$ cat config.mk
export PLATFORM = sky130hd
export DESIGN_NAME = fmap_in_windowgen
export DESIGN_NICKNAME = d
export VERILOG_FILES = /design/src/rtl/fmap_in_windowgen.sv
export SDC_FILE = /design/constraint.sdc
export NUM_CORES = 1
export LEC_CHECK = 0
export CAP_MARGIN = 20
export CORE_UTILIZATION = 53
export CTS_CLUSTER_DIAMETER = 60
export CTS_CLUSTER_SIZE = 16
export DETAILED_ROUTE_END_ITERATION = 8
export HOLD_SLACK_MARGIN = 0.05
export PLACE_DENSITY = 0.79
export SYNTH_ARGS = -nofsm -noshare
export SYNTH_HDL_FRONTEND = slang
export SYNTH_SLANG_ARGS = --single-unit
$ cat constraint.sdc
create_clock -name clk -period 2.16 [get_ports clk]
set_input_delay 0.432 -clock clk [delete_from_list [all_inputs] [get_ports clk]]
set_output_delay 0.432 -clock clk [all_outputs]
set_load 0.02 [all_outputs]
$ cat src/rtl/fmap_in_windowgen.sv
// Streams a zero-padded binary feature map through a line buffer and emits pooled-conv windows.
// Optional macro FMAP_IN_WINDOWGEN_POS_EN adds out_row/out_col (window top-left in padded coords).
module fmap_in_windowgen #(
  parameter int H        = 4,
  parameter int W        = 4,
  parameter int D        = 2,
  parameter int FH       = 3,
  parameter int FW       = 3,
  parameter int POOL_H   = 2,
  parameter int POOL_W   = 2,
  parameter int STRIDE_H = 1,
  parameter int STRIDE_W = 1,
  parameter int PAD      = 1
) (
  input  logic clk,
  input  logic rst,
  input  logic in_valid,
  output logic in_ready,
  input  logic [D-1:0] data_in,
  output logic out_valid,
  input  logic out_ready,
  output logic [((POOL_H-1)*STRIDE_H+FH)*((POOL_W-1)*STRIDE_W+FW)*D-1:0] data_out,
`ifdef FMAP_IN_WINDOWGEN_POS_EN
  output logic [$clog2(H+2*PAD)-1:0] out_row,
  output logic [$clog2(W+2*PAD)-1:0] out_col,
`endif
  output logic frame_done
);
  localparam int WH = (POOL_H-1)*STRIDE_H+FH;
  localparam int WW = (POOL_W-1)*STRIDE_W+FW;
  localparam int PH = H+2*PAD;
  localparam int PW = W+2*PAD;
  localparam int SH = POOL_H*STRIDE_H;
  localparam int SW = POOL_W*STRIDE_W;
  localparam int NB = (WH-1)*PW+WW;
  localparam int RW = $clog2(PH);
  localparam int CW = $clog2(PW);

  typedef enum logic [1:0] {RUN, LAST, DONE} state_t;

  state_t          state_q, state_d;
  logic [RW-1:0]   r_q, r_d;
  logic [CW-1:0]   c_q, c_d;
  logic [NB*D-1:0] buf_q, buf_d;
  logic            out_valid_q, out_valid_d;
  logic [D-1:0]    pix_in;
  logic            pad_pos, win_hit, last_pos, slot_free, step;
  int unsigned     ri, ci;
`ifdef FMAP_IN_WINDOWGEN_POS_EN
  logic [RW-1:0]   row_q, row_d;
  logic [CW-1:0]   col_q, col_d;
`endif

  always_comb begin
    ri        = 32'(r_q);
    ci        = 32'(c_q);
    pad_pos   = (ri < PAD) || (ri >= PAD+H) || (ci < PAD) || (ci >= PAD+W);
    win_hit   = (ri >= WH-1) && (ci >= WW-1) &&
                ((ri-(WH-1)) % SH == 0) && ((ci-(WW-1)) % SW == 0);
    last_pos  = (ri == PH-1) && (ci == PW-1);
    slot_free = !out_valid_q || out_ready;
    step      = (state_q == RUN) && slot_free && (pad_pos || in_valid);
    pix_in    = pad_pos ? '0 : data_in;
  end

  assign in_ready   = rst && (state_q == RUN) && slot_free && !pad_pos;
  assign out_valid  = out_valid_q;
  assign frame_done = (state_q == DONE);

  always_comb begin
    state_d     = state_q;
    r_d         = r_q;
    c_d         = c_q;
    buf_d       = buf_q;
    out_valid_d = out_valid_q;
`ifdef FMAP_IN_WINDOWGEN_POS_EN
    row_d       = row_q;
    col_d       = col_q;
`endif
    if (out_valid_q && out_ready) out_valid_d = 1'b0;
    case (state_q)
      RUN: begin
        if (step) begin
          buf_d       = {buf_q[(NB-1)*D-1:0], pix_in};
          out_valid_d = win_hit;
`ifdef FMAP_IN_WINDOWGEN_POS_EN
          if (win_hit) begin
            row_d = RW'(ri-(WH-1));
            col_d = CW'(ci-(WW-1));
          end
`endif
          if (last_pos) begin
            state_d = win_hit ? LAST : DONE;
            r_d     = '0;
            c_d     = '0;
          end else if (ci == PW-1) begin
            c_d = '0;
            r_d = r_q + 1'b1;
          end else begin
            c_d = c_q + 1'b1;
          end
        end
      end
      LAST: if (out_valid_q && out_ready) state_d = DONE;
      DONE: begin
        state_d = RUN;
        r_d     = '0;
        c_d     = '0;
        buf_d   = '0;
      end
      default: state_d = RUN;
    endcase
  end

  // Window taps: element (i,j) entered the buffer (WH-1-i)*PW + (WW-1-j) steps ago.
  always_comb begin
    data_out = '0;
    for (int unsigned i = 0; i < WH; i++)
      for (int unsigned j = 0; j < WW; j++)
        data_out[((i*WW+j)*D)+:D] = buf_q[(((WH-1-i)*PW)+(WW-1-j))*D+:D];
  end

  always_ff @(posedge clk) begin
    if (!rst) begin
      state_q     <= RUN;
      r_q         <= '0;
      c_q         <= '0;
      buf_q       <= '0;
      out_valid_q <= 1'b0;
`ifdef FMAP_IN_WINDOWGEN_POS_EN
      row_q       <= '0;
      col_q       <= '0;
`endif
    end else begin
      state_q     <= state_d;
      r_q         <= r_d;
      c_q         <= c_d;
      buf_q       <= buf_d;
      out_valid_q <= out_valid_d;
`ifdef FMAP_IN_WINDOWGEN_POS_EN
      row_q       <= row_d;
      col_q       <= col_d;
`endif
    end
  end

`ifdef FMAP_IN_WINDOWGEN_POS_EN
  assign out_row = row_q;
  assign out_col = col_q;
`endif

endmodule

==> metrics.md <==
| Metric | Value |
|---|---|
| Fraction of layout cells with a size suffix above 1 | `0.1277` |
| Overall via count from detail_route | `about 1700` |
| Maximum fanout along the worst path | `5` |
| Comb power frac | `0.056` |
| Count of synthesis-stage warnings from yosys | `0` |
| Multi-input gate area | `between 1000 and 1500 µm²` |
| Quantity of hold-fixing buffers added after cts | `0` |
| Gate count of the mapped netlist | `around 250` |
| Count of filler cells inserted in the layout | `between 300 and 400` |
| Maximum achievable frequency | `478.8 MHz` |
| Starting density of the core | `0.5636` |
| Register area share after synthesis | `0.4236` |
| RSZ-0062 raised after global routing | `true` |
| Cell Chain, Critical Path | `buf_4, buf_4, o21ba_1, o211a_1, and3_1, buf_2` |
| Pleak | `between 1 and 1.5 nW` |
| Critical path start-end classification | `reg -> out` |
| Arrival time reported for the critical path endpoint | `1.66 ns` |
| DIE HEIGHT | `70.75 µm` |
| Most used DFF post-synth | `sky130_fd_sc_hd__dfxtp_1` |
| Time the final worst path needs with I/O delays and setup | `2.089 ns` |
| Number of levels in the clock H-tree | `2` |
| Die Area | `between 5000 and 6000 µm²` |
| Switching power total | `about 380 µW` |
| Die X | `70.75 µm` |
| Register clock-pin slew on the reported worst setup and hold paths | `around 0.10 ns` |
| Cell at the root of the clock tree | `sky130_fd_sc_hd__clkbuf_8` |
| Synthesis-to-layout area growth | `14.64%` |
| Most common cell in the netlist | `sky130_fd_sc_hd__nand2_1` |
| Clock sink count | `53` |
| Syn Std Cell Area | `between 2000 and 3000 µm²` |
| Hpwl dp | `2940 µm` |
| Gate family responsible for the most delay along the worst path | `compound AO/OA/AOI/OAI gates` |
| Io pins | `41` |
| Failing checks | `DRC` |
| Combined flip-flop and latch cell area | `about 1100 µm²` |
| Total routed wirelength | `just over 4000 µm` |
| Std cell rows | `24` |
| Iteration-0 DRC count of the detailed router | `64` |
| Distinct cell type count of the synthesized netlist | `40` |
| Via count of the first global-routing pass | `around 1600` |
| Max-cap violations | `0` |
| Total global-route track usage | `0.1677` |
| Slowest stage cell on the critical path | `sky130_fd_sc_hd__dfxtp_1` |
| Flip-flop and latch count after synthesis | `between 50 and 60` |
| Sequential share of power | `0.600` |
| Number of input and output port buffers inserted | `40` |
| CTS tree | `done` |
| Capturing element type of the critical path | `output pin` |
| Required arrival time at the worst endpoint | `around 1.7 ns` |
| Hold Fails Final Rpt | `0` |
| Total DRC errors in the routed layout | `7` |
| Largest stage delay on the critical path | `0.33 ns` |
| Synth async-reset ratio | `0` |
| Crit path buffers/inverters | `3` |
| Clk_lat worst skew | `about 0.30 ns` |
| Synthesized Nets | `262` |
| Setup violation total in the final timing report | `0` |
| Detailed-route wire length per cell | `12.50 µm` |
| Top cell by count, worst path | `sky130_fd_sc_hd__buf_4` |
| First-pass GRT wire length | `slightly below 7000 µm` |
| Worst reg2reg setup slack | `~0.31 ns` |
| Total power divided by cell area | `roughly 570 nW/µm²` |
| Layout net count | `approximately 280` |
| Fin crit share | `0.9670` |
| Antenna violations before repair | `0` |
| Crit path launch | `r_q[0]$_SDFFE_PN0P_` |
| Antenna fix cells | `0` |
| Status | `finished with violations` |
| Mean instance size in the synthesized netlist | `between 9 and 10 µm²` |
| Sw Ratio | `0.2332` |
| Source of the worst register-to-register timing path | `c_q[1]$_SDFFE_PN0P_` |
| Synth cell count leaders | `sky130_fd_sc_hd__nand2_1, sky130_fd_sc_hd__dfxtp_1, sky130_fd_sc_hd__mux2i_1` |
| Post-DRT Antenna Nets | `0` |
| Core area | `4444 µm²` |
| Total placed instance area | `approximately 2800 µm²` |
| Number of max-slew violations in the final report | `0` |
| Number of buffers created by CTS | `5` |
| Number of enable-type register cells in the synthesized netlist | `0` |
| Total overflow reported by the global router | `0` |
| Slew at the pin closest to its max-slew limit | `between 0.4 and 0.5 ns` |
| Routed via count divided by cell count | `a little over 5` |
| Deepest clock path buffer count | `2` |
| Worst min path class | `reg -> reg` |
| Final setup skew | `around 0.0075 ns` |
| Hold wc startpoint | `buf_q[21]$_SDFFE_PN0P_` |
| Cell internal pwr | `roughly 1.3 mW` |
| Largest net degree at the start of global routing | `36` |
| Post-route design area | `between 2000 and 3000 µm²` |
| Clock network fraction of design power | `0.344` |
| Cells taking the most area after synthesis | `sky130_fd_sc_hd__dfxtp_1, sky130_fd_sc_hd__mux2i_1, sky130_fd_sc_hd__buf_4` |
| Library cell with the largest summed area after synthesis | `sky130_fd_sc_hd__dfxtp_1` |
| First-pass iteration count of the detailed router | `6` |
| Worst setup SP type | `register` |
| VDD IR max | `0.3642 mV` |
| Core utilization of the finished layout | `0.6461` |
| Total Negative Setup Slacks | `0 ns` |
| Slew HR | `0.7203` |
| Setup Fix Bufs, Post-CTS | `0` |
| Area share of the largest cell type after synthesis | `0.4236` |
| GPL Wtd Cong | `between 0.8 and 0.9` |
-- layout by cell type (no fill, tap or decap), drive strengths merged --
| master | n |
|---|---|
| o22ai | 1 |
| or3 | 3 |
| and2 | 2 |
| and3 | 1 |
| nor4bb | 1 |
| and3b | 1 |
| nand4bb | 1 |
| nor2 | 3 |
| nand2b | 2 |
| a31oi | 1 |
| or4 | 1 |
| a21oi | 3 |
| mux2i | 45 |
| clkinv | 1 |
| nor3 | 2 |
| nor4b | 1 |
| nand2 | 55 |
| inv | 8 |
| dfxtp | 53 |
| buf | 19 |
| nand4b | 1 |
| o21ba | 1 |
| clkinvlp | 1 |
| o311ai | 2 |
| ha | 4 |
| clkdlybuf4s50 | 39 |
| clkbuf | 5 |
| o31ai | 2 |
| nand3 | 6 |
| o32ai | 2 |
| a32o | 1 |
| o211a | 1 |
| o2111a | 1 |
| nor2b | 1 |
| o21a | 1 |
| o21ai | 2 |
-- through the flow --
stage	instances	power [mW]	worst slack (ns)	hold slack, ns
5_1_grt	326	1.717	-0.02748	0.4856
4_1_cts	326	1.667	0.009253	0.4675
3_3_place_gp	318	1.097	-0.3046	0.4443
3_5_place_dp	318	1.099	-0.3198	0.4579
6_report	326	1.642	0.07131	0.4648
2_1_floorplan	252	1.062	0.3284	0.4350
-- registers in the layout (all words and copies together) (netlist names) --
name and count:
buf_q 44, out_valid 1, state_q 2, c_q 3, r_q 3
-- power groups by stage --
stage / logic (mW) / clock network [mW] / registers [mW]
CTS: 0.0920 / 0.589 / 0.985
finish: 0.0919 / 0.565 / 0.985
global placement: 0.0894 / 0 / 1.01
floorplan: 0.0514 / 0 / 1.01
global route: 0.100 / 0.630 / 0.986
detailed placement: 0.0916 / 0 / 1.01
-- final cells by class --
class | instances | area share
clock inverters | 3 | 0.008715
inverters | 7 | 0.009150
well taps | 52 | 0.02266
repair buffers | 58 | 0.1978
multi-input cells | 148 | 0.3682
flip-flops and latches | 53 | 0.3695
clock buffers | 5 | 0.02397
-- path summary, 6_finish.rpt --
check	endpoint	depth (start not counted)
worst max-delay path	in_ready	6
worst min-delay path	buf_q[23]$_SDFFE_PN0P_	2
worst max register to register	state_q[0]$_SDFFE_PN0P_	7
worst min register to register	buf_q[23]$_SDFFE_PN0P_	2
-- cells by family after synthesis --
kind of cell             share of synthesized area
adder cells (fa/ha/maj)                    0.01998
AO/OA/AOI/OAI                              0.05944
multiplexers                                0.1798
buffers and inverters                       0.1553
AND/OR/NAND/NOR                             0.1618
flip-flops                                  0.4236
-- timing repair --
action,CTS,global route
hold endpoints to repair,0,0
setup endpoints to repair,1,2
pin swaps,2,1
gates cloned,0,0
gates resized for setup,4,1
-- worst reg2reg max path, stage by stage (launching register included) --
cell,delay [ns]
sky130_fd_sc_hd__dfxtp_1,0.34
sky130_fd_sc_hd__buf_4,0.15
sky130_fd_sc_hd__and2_1,0.16
sky130_fd_sc_hd__ha_1,0.17
sky130_fd_sc_hd__or3_2,0.42
sky130_fd_sc_hd__o311ai_0,0.14
sky130_fd_sc_hd__nor2_1,0.11
sky130_fd_sc_hd__a32o_1,0.26
-- layer usage --
layer / GRT usage / vias up / routed length (µm)
met5: 0 / - / 0
met1: 0.2151 / 767 / 1912
met4: 0.03333 / 0 / 6
met3: 0.04843 / 2 / 176
met2: 0.2831 / 30 / 1978
li1: - / 866 / -
No activity file was read; power rests on OpenSTA's default activity.
